$ cat config.mk
export PLATFORM = sky130hd
export DESIGN_NAME = laser_bank
export DESIGN_NICKNAME = d
export VERILOG_FILES = /design/src/rtl/laser_pkg.sv /design/src/rtl/laser_hit_test.sv /design/src/rtl/laser_bank.sv
export SDC_FILE = /design/constraint.sdc
export NUM_CORES = 2
export LEC_CHECK = 0
export ABC_AREA = 1
export CAP_MARGIN = 30
export CORE_MARGIN = 3
export CORE_UTILIZATION = 55
export DETAILED_ROUTE_END_ITERATION = 8
export PLACE_DENSITY = 0.72
export SYNTH_ARGS = -nofsm -noshare
export SYNTH_HDL_FRONTEND = slang
export SYNTH_SLANG_ARGS = --single-unit
$ cat constraint.sdc
create_clock -name clk -period 11.2 [get_ports clk]
set_input_delay 1.68 -clock clk [delete_from_list [all_inputs] [get_ports clk]]
set_output_delay 1.68 -clock clk [all_outputs]
set_load 0.03 [all_outputs]
$ cat src/rtl/laser_pkg.sv
// Shared types and constants for the multi-shot laser bank.
package laser_pkg;

  // Screen coordinate (x or y), 10 bits covers 640x480.
  typedef logic [9:0] coord_t;

  // Shape selector; encoding 3 is not listed and renders as a circle.
  typedef enum logic [1:0] {
    CIRCLE = 2'd0,
    SQUARE = 2'd1,
    BAR    = 2'd2
  } shapeMode_t;

  localparam logic [2:0] LASER_COLOR_DEF = 3'd6;
  localparam logic [2:0] BACKGROUND_DEF  = 3'd0;

  // Launch line of a fresh shot: just above the ship.
  function automatic coord_t yStart(input int screenHeight, input int shipHeight,
                                    input int vOffset);
    return coord_t'((screenHeight - 1) - (shipHeight + vOffset));
  endfunction

endpackage

$ cat src/rtl/laser_hit_test.sv
// Combinational shape test of one laser slot against the current pixel.
module laser_hit_test
  import laser_pkg::*;
#(
  parameter int RADIUS = 4
) (
  input  logic [9:0] h_pos,
  input  logic [9:0] v_pos,
  input  logic [9:0] x,
  input  logic [9:0] y,
  input  logic       active,
  input  logic [1:0] mode,
  output logic       hit
);

  localparam logic [10:0] R_LIM  = 11'(RADIUS);
  localparam logic [10:0] R2_LIM = 11'(2 * RADIUS);
  localparam logic [21:0] R_SQ   = 22'(RADIUS * RADIUS);

  logic signed [10:0] dx;
  logic signed [10:0] dy;
  logic [10:0]        adx;
  logic [10:0]        ady;
  logic [21:0]        adxWide;
  logic [21:0]        adyWide;
  logic [21:0]        sumSq;

  // Signed differences so a shot near the left edge still matches pixels left of it.
  assign dx = $signed({1'b0, h_pos}) - $signed({1'b0, x});
  assign dy = $signed({1'b0, v_pos}) - $signed({1'b0, y});
  assign adx = dx[10] ? -dx : dx;
  assign ady = dy[10] ? -dy : dy;
  assign adxWide = {11'd0, adx};
  assign adyWide = {11'd0, ady};
  assign sumSq   = adxWide * adxWide + adyWide * adyWide;

  // Select the shape test; inactive slots never hit.
  always_comb begin
    hit = 1'b0;
    if (active) begin
      if (mode == SQUARE) begin
        hit = (adx <= R_LIM) && (ady <= R_LIM);
      end else if (mode == BAR) begin
        hit = (adx <= 11'd1) && (ady <= R2_LIM);
      end else begin
        hit = (sumSq <= R_SQ);
      end
    end
  end

endmodule

$ cat src/rtl/laser_bank.sv
// Multi-slot laser controller: allocation on fire press, upward motion,
// kill/top-of-screen release, and a registered pixel colour for the mixer.
module laser_bank
  import laser_pkg::*;
#(
  parameter int         NUM_SHOTS     = 4,
  parameter int         RADIUS        = 4,
  parameter int         SCREEN_HEIGHT = 480,
  parameter int         SHIP_HEIGHT   = 30,
  parameter int         V_OFFSET      = 10,
  parameter int         STEP_MOTION   = 1,
  parameter int         COOLDOWN      = 32,
  parameter logic [2:0] LASER_COLOR   = LASER_COLOR_DEF,
  parameter logic [2:0] BACKGROUND    = BACKGROUND_DEF
) (
  input  logic                    clk,
  input  logic                    reset,
  input  logic                    enable,
  input  logic                    fire,
  input  logic [1:0]              mode,
  input  logic [9:0]              gun_x,
  input  logic [NUM_SHOTS-1:0]    kill,
  input  logic [9:0]              h_pos,
  input  logic [9:0]              v_pos,
  output logic [NUM_SHOTS-1:0]    shot_active,
  output logic [10*NUM_SHOTS-1:0] shot_x,
  output logic [10*NUM_SHOTS-1:0] shot_y,
  output logic                    fire_dropped,
  output logic [2:0]              color
);

  localparam coord_t Y_START = yStart(SCREEN_HEIGHT, SHIP_HEIGHT, V_OFFSET);
  localparam coord_t STEP    = coord_t'(STEP_MOTION);
  localparam int     CD_W    = 16;
  localparam int     IDX_W   = (NUM_SHOTS > 1) ? $clog2(NUM_SHOTS) : 1;

  logic [NUM_SHOTS-1:0] activeReg;
  coord_t               xReg [NUM_SHOTS];
  coord_t               yReg [NUM_SHOTS];
  logic [CD_W-1:0]      cooldown;
  logic                 firePrev;
  logic                 dropReg;
  logic [2:0]           colorReg;

  logic                 fireEdge;
  logic                 accept;
  logic                 anyFree;
  logic [IDX_W-1:0]     allocIdx;
  logic [NUM_SHOTS-1:0] hitVec;

  assign fireEdge = fire & ~firePrev;
  assign accept   = fireEdge && (cooldown == '0) && anyFree;

  // Lowest-index free slot, judged on registered occupancy so a slot freed
  // this cycle is only reusable from the next one.
  always_comb begin
    anyFree  = 1'b0;
    allocIdx = '0;
    for (int i = NUM_SHOTS - 1; i >= 0; i--) begin
      if (!activeReg[i]) begin
        anyFree  = 1'b1;
        allocIdx = IDX_W'(i);
      end
    end
  end

  // Edge detect, cooldown (loaded on accept, ticks down on enable) and drop pulse.
  always_ff @(posedge clk) begin
    if (reset) begin
      firePrev <= 1'b0;
      cooldown <= '0;
      dropReg  <= 1'b0;
    end else begin
      firePrev <= fire;
      dropReg  <= fireEdge && !accept;
      if (accept) begin
        cooldown <= CD_W'(COOLDOWN);
      end else if (enable && (cooldown != '0)) begin
        cooldown <= cooldown - CD_W'(1);
      end
    end
  end

  for (genvar i = 0; i < NUM_SHOTS; i++) begin : gSlot
    // Slot state: allocate, then kill beats motion; idle slots track the gun.
    always_ff @(posedge clk) begin
      if (reset) begin
        activeReg[i] <= 1'b0;
        xReg[i]      <= '0;
        yReg[i]      <= Y_START;
      end else if (accept && (allocIdx == IDX_W'(i))) begin
        activeReg[i] <= 1'b1;
        xReg[i]      <= gun_x;
        yReg[i]      <= Y_START;
      end else if (activeReg[i]) begin
        if (kill[i]) begin
          activeReg[i] <= 1'b0;
          yReg[i]      <= Y_START;
        end else if (enable) begin
          if (yReg[i] < STEP) begin
            activeReg[i] <= 1'b0;
            yReg[i]      <= Y_START;
          end else begin
            yReg[i] <= yReg[i] - STEP;
          end
        end
      end else begin
        xReg[i] <= gun_x;
        yReg[i] <= Y_START;
      end
    end

    laser_hit_test #(.RADIUS(RADIUS)) uHit (
      .h_pos (h_pos),
      .v_pos (v_pos),
      .x     (xReg[i]),
      .y     (yReg[i]),
      .active(activeReg[i]),
      .mode  (mode),
      .hit   (hitVec[i])
    );

    assign shot_x[10*i +: 10] = xReg[i];
    assign shot_y[10*i +: 10] = yReg[i];
  end

  // Registered pixel colour from the OR of all slot hits.
  always_ff @(posedge clk) begin
    if (reset) begin
      colorReg <= BACKGROUND;
    end else begin
      colorReg <= (|hitVec) ? LASER_COLOR : BACKGROUND;
    end
  end

  assign shot_active  = activeReg;
  assign fire_dropped = dropReg;
  assign color        = colorReg;

endmodule

==> impl_metrics.toml <==
[routing]
drtIter0Drc = 2201
antenna_left = 0
dr.pass1.iters = 5
drc = 0
vias_per_cell = 5.180
routedWlPerCell_um = 16.03
vias = 31996
drt_wl_total_um = 99020

[clock_network]
cts_root_buf = "clkbuf_16"
clk_latency_ps = 390
holdBufCountCts = 0
clk_pin_slew_ps = 90
cts.htree.levels = 3
cts_num_sinks = 103
cts_buffers = 9
cts_buffer_depth = 2
cts_tree = "done"

[final_layout]
fillers = 6302
multiInputGateArea_sq_um = 30380
seqCellArea_sq_um = 2863
areaGrowthSynthToFinish_pct = 8.786
diodes = 0
nNetsFinal = 6390
layout-drive-gt1-share_pct = 5.223

[grt]
grt_pass1_wl_um = 165600
grt-busiest-layer = "met2"
grt_antenna_before_repair = 1
grt.total_usage_pct = 28.26
grt_overflow = 0
grt_pass1_vias = 32802
grtUsageMet1_pct = 37.85
met3_usage_pct = 6.164
use_met2_pct = 45.28
grt_max_degree = 20

[outcome]
status = "completed"

[synthesis]
synth_seq_cells = 103
synth_cell_type_count = 62
ys_seq_area_share_pct = 7.415
synth_edf_count = 80
syn_avg_cell_area_sq_um = 7.713
async_reset_ff_share_pct = 0
syn-cell-area_sq_um = 38610
synthFlopType = "edfxtp_1"
syn_inst = 5005
ys_warn_count = 0

[placement]
portBuffers = 126
dp_hpwl_um = 86980
gp_congestion = 0.9381

[timing]
slew_violations = 0
period_minus_slack_ps = 10630
hold_violations = 0
timing.fmax_ghz = 0.09412
finalCritPeriodShare_pct = 94.87
worst_hold_slack_ps = 488.5
setup_viol = 0
fin_skew_ps = 25.11
slew-limit-headroom_pct = 48.19
worstMarginPinSlew_ps = 774.3

[worst_setup_path]
cp_common_cell = "nor2_1"
path_buf_inv = 13
cp_max_fo = 6
ff2ff_path_depth = 38
crit_family = "adder cells"
worst-path-stages = 46
worst_setup_path_start_kind = "input pin"
startpoint = "v_pos[1]"
slowest_stage = "clkdlybuf4s50_1"
cpPeakStageDelay_ps = 630
crit_end = "color[1]"
crit_type = "in2reg"
critPathRequiredTime_ps = 11530
end_kind = "flip-flop"
timing.rr.start = "xReg[2][0]"
r2r_end = "color[1]"
arrival_ps = 10950
reg2reg_slack_ps = 2170

[floorplan]
die_area_sq_um = 73410
start_util_pct = 55.90
rows = 96
core_sq_um = 69070
die_w_um = 270.9
die_h_um = 270.9
io_pins = 128

[run]
cap_violations = 0

[worst_hold_path]
min_path_type = "reg2reg"
## how the worst min path moves through the flow
stage                start           to  cells after the start
2_1_floorplan  cooldown[4]  cooldown[4]                      1
3_3_place_gp   cooldown[4]  cooldown[4]                      1
3_5_place_dp   cooldown[4]  cooldown[4]                      1
4_1_cts        cooldown[4]  cooldown[4]                      1
5_1_grt        cooldown[4]  cooldown[4]                      1
6_report       cooldown[4]  cooldown[4]                      1
## logic make-up (layout without fill, tap and decap cells)
| kind of cell | count (synthesis) | in the layout | share of synthesized area (%) |
|---|---|---|---|
| compound gates | 323 | 323 | 4.848 |
| xor+xnor | 129 | 129 | 3.539 |
| fa+ha+maj | 1109 | 1109 | 48.85 |
| buf+inv | 1472 | 1658 | 14.48 |
| flops | 103 | 103 | 7.415 |
| other cells | 2 | 57 | 0.01945 |
| simple gates | 1867 | 1867 | 20.85 |
## per-stage QoR
stage                     cells  TNS, ps  setup slack [ps]  util [%]  area, sq um
after floorplan            5060        0              1713         -        38810
after global placement     6157        0             319.3     60.30        41640
after detailed placement   6158        0             235.3     60.30        41650
after CTS                  6174        0             622.8     60.72        41940
after global routing       6177   -1.767            -1.767     60.81        42000
final                      6177        0             575.0     60.81        42000
## cell usage in the layout, fill, tap and decap left out, types with 11 or more instances in the layout
cell type / netlist / routed
nand2_1: 780 / 779
o21a_1: 11 / 11
xor2_2: 11 / 11
buf_4: 7 / 86
a21oi_1: 155 / 153
clkdlybuf4s50_1: 0 / 125
nor3_1: 46 / 46
nand2_2: 28 / 29
inv_2: 33 / 34
o21bai_1: 18 / 18
ha_1: 445 / 445
dfxtp_1: 23 / 23
nand3_1: 232 / 232
inv_1: 1388 / 1385
xor2_1: 59 / 59
fa_1: 664 / 664
o21ai_0: 69 / 69
conb_1: 2 / 57
nand4_1: 65 / 65
edfxtp_1: 80 / 80
xnor2_1: 49 / 49
nor2_2: 15 / 18
nor2_1: 616 / 613
nand3b_1: 24 / 24
a21o_1: 14 / 14
## state kept, by name (all words and copies together) (netlist names)
name / count
firePrev: 1
color: 1
shot_active: 4
cooldown: 16
xReg: 40
yReg: 40
fire_dropped: 1
## cell type report
| cell class | count | area share (%) |
|---|---|---|
| multi-input combinational | 3485 | 72.33 |
| inverter | 1428 | 12.79 |
| clock inverter | 7 | 0.1460 |
| timing repair buffer | 214 | 4.606 |
| tap | 931 | 2.774 |
| sequential | 103 | 6.816 |
| clock buffer | 9 | 0.5363 |
## routing by layer
metal | vias to the layer above | wire, um
met5 | - | 0
met4 | 0 | 4361
met3 | 184 | 9088
met2 | 1093 | 44040
met1 | 15289 | 41530
li1 | 15430 | -
## Yosys cell counts, drive strengths merged, types with 2 or more instances
| cell | instances | area (sq um) |
|---|---|---|
| a211oi | 2 | 15.01 |
| a21boi | 5 | 37.54 |
| a21o | 14 | 105.1 |
| a21oi | 165 | 878.3 |
| a31o | 4 | 35.03 |
| a31oi | 9 | 62.56 |
| and2 | 4 | 28.78 |
| buf | 19 | 131.4 |
| clkbuf | 25 | 93.84 |
| clkinv | 6 | 23.77 |
| conb | 2 | 7.510 |
| dfxtp | 23 | 460.4 |
| edfxtp | 80 | 2402 |
| fa | 664 | 13290 |
| ha | 445 | 5568 |
| inv | 1422 | 5340 |
| nand2 | 817 | 3213 |
| nand3 | 243 | 1279 |
| nand3b | 24 | 180.2 |
| nand4 | 67 | 431.7 |
| nor2 | 636 | 2462 |
| nor3 | 54 | 310.3 |
| nor3b | 2 | 15.01 |
| nor4 | 10 | 62.56 |
| o2111ai | 2 | 17.52 |
| o211ai | 8 | 60.06 |
| o21a | 11 | 82.58 |
| o21ai | 80 | 404.1 |
| o21bai | 18 | 135.1 |
| o31ai | 4 | 30.03 |
| or2 | 10 | 65.07 |
| xnor2 | 53 | 505.5 |
| xor2 | 76 | 860.8 |
## worst reg2reg max path: cells and delay by family (launching register included)
family,cells,cell delay [ps]
fa+ha+maj,11,4740
simple gates,19,2800
flops,1,520
buf+inv,6,410
compound gates,1,370
xor+xnor,1,170
## what timing repair did
item / 4_1_cts / 5_1_grt
endpoints found under the hold margin: 0 / 0
resized for setup: 0 / 10
endpoints found under the setup margin: 0 / 1
buffers inserted: 0 / 3
Power is not shown: default switching activity piles up to over one toggle a cycle in this logic, so the estimate is an artifact.
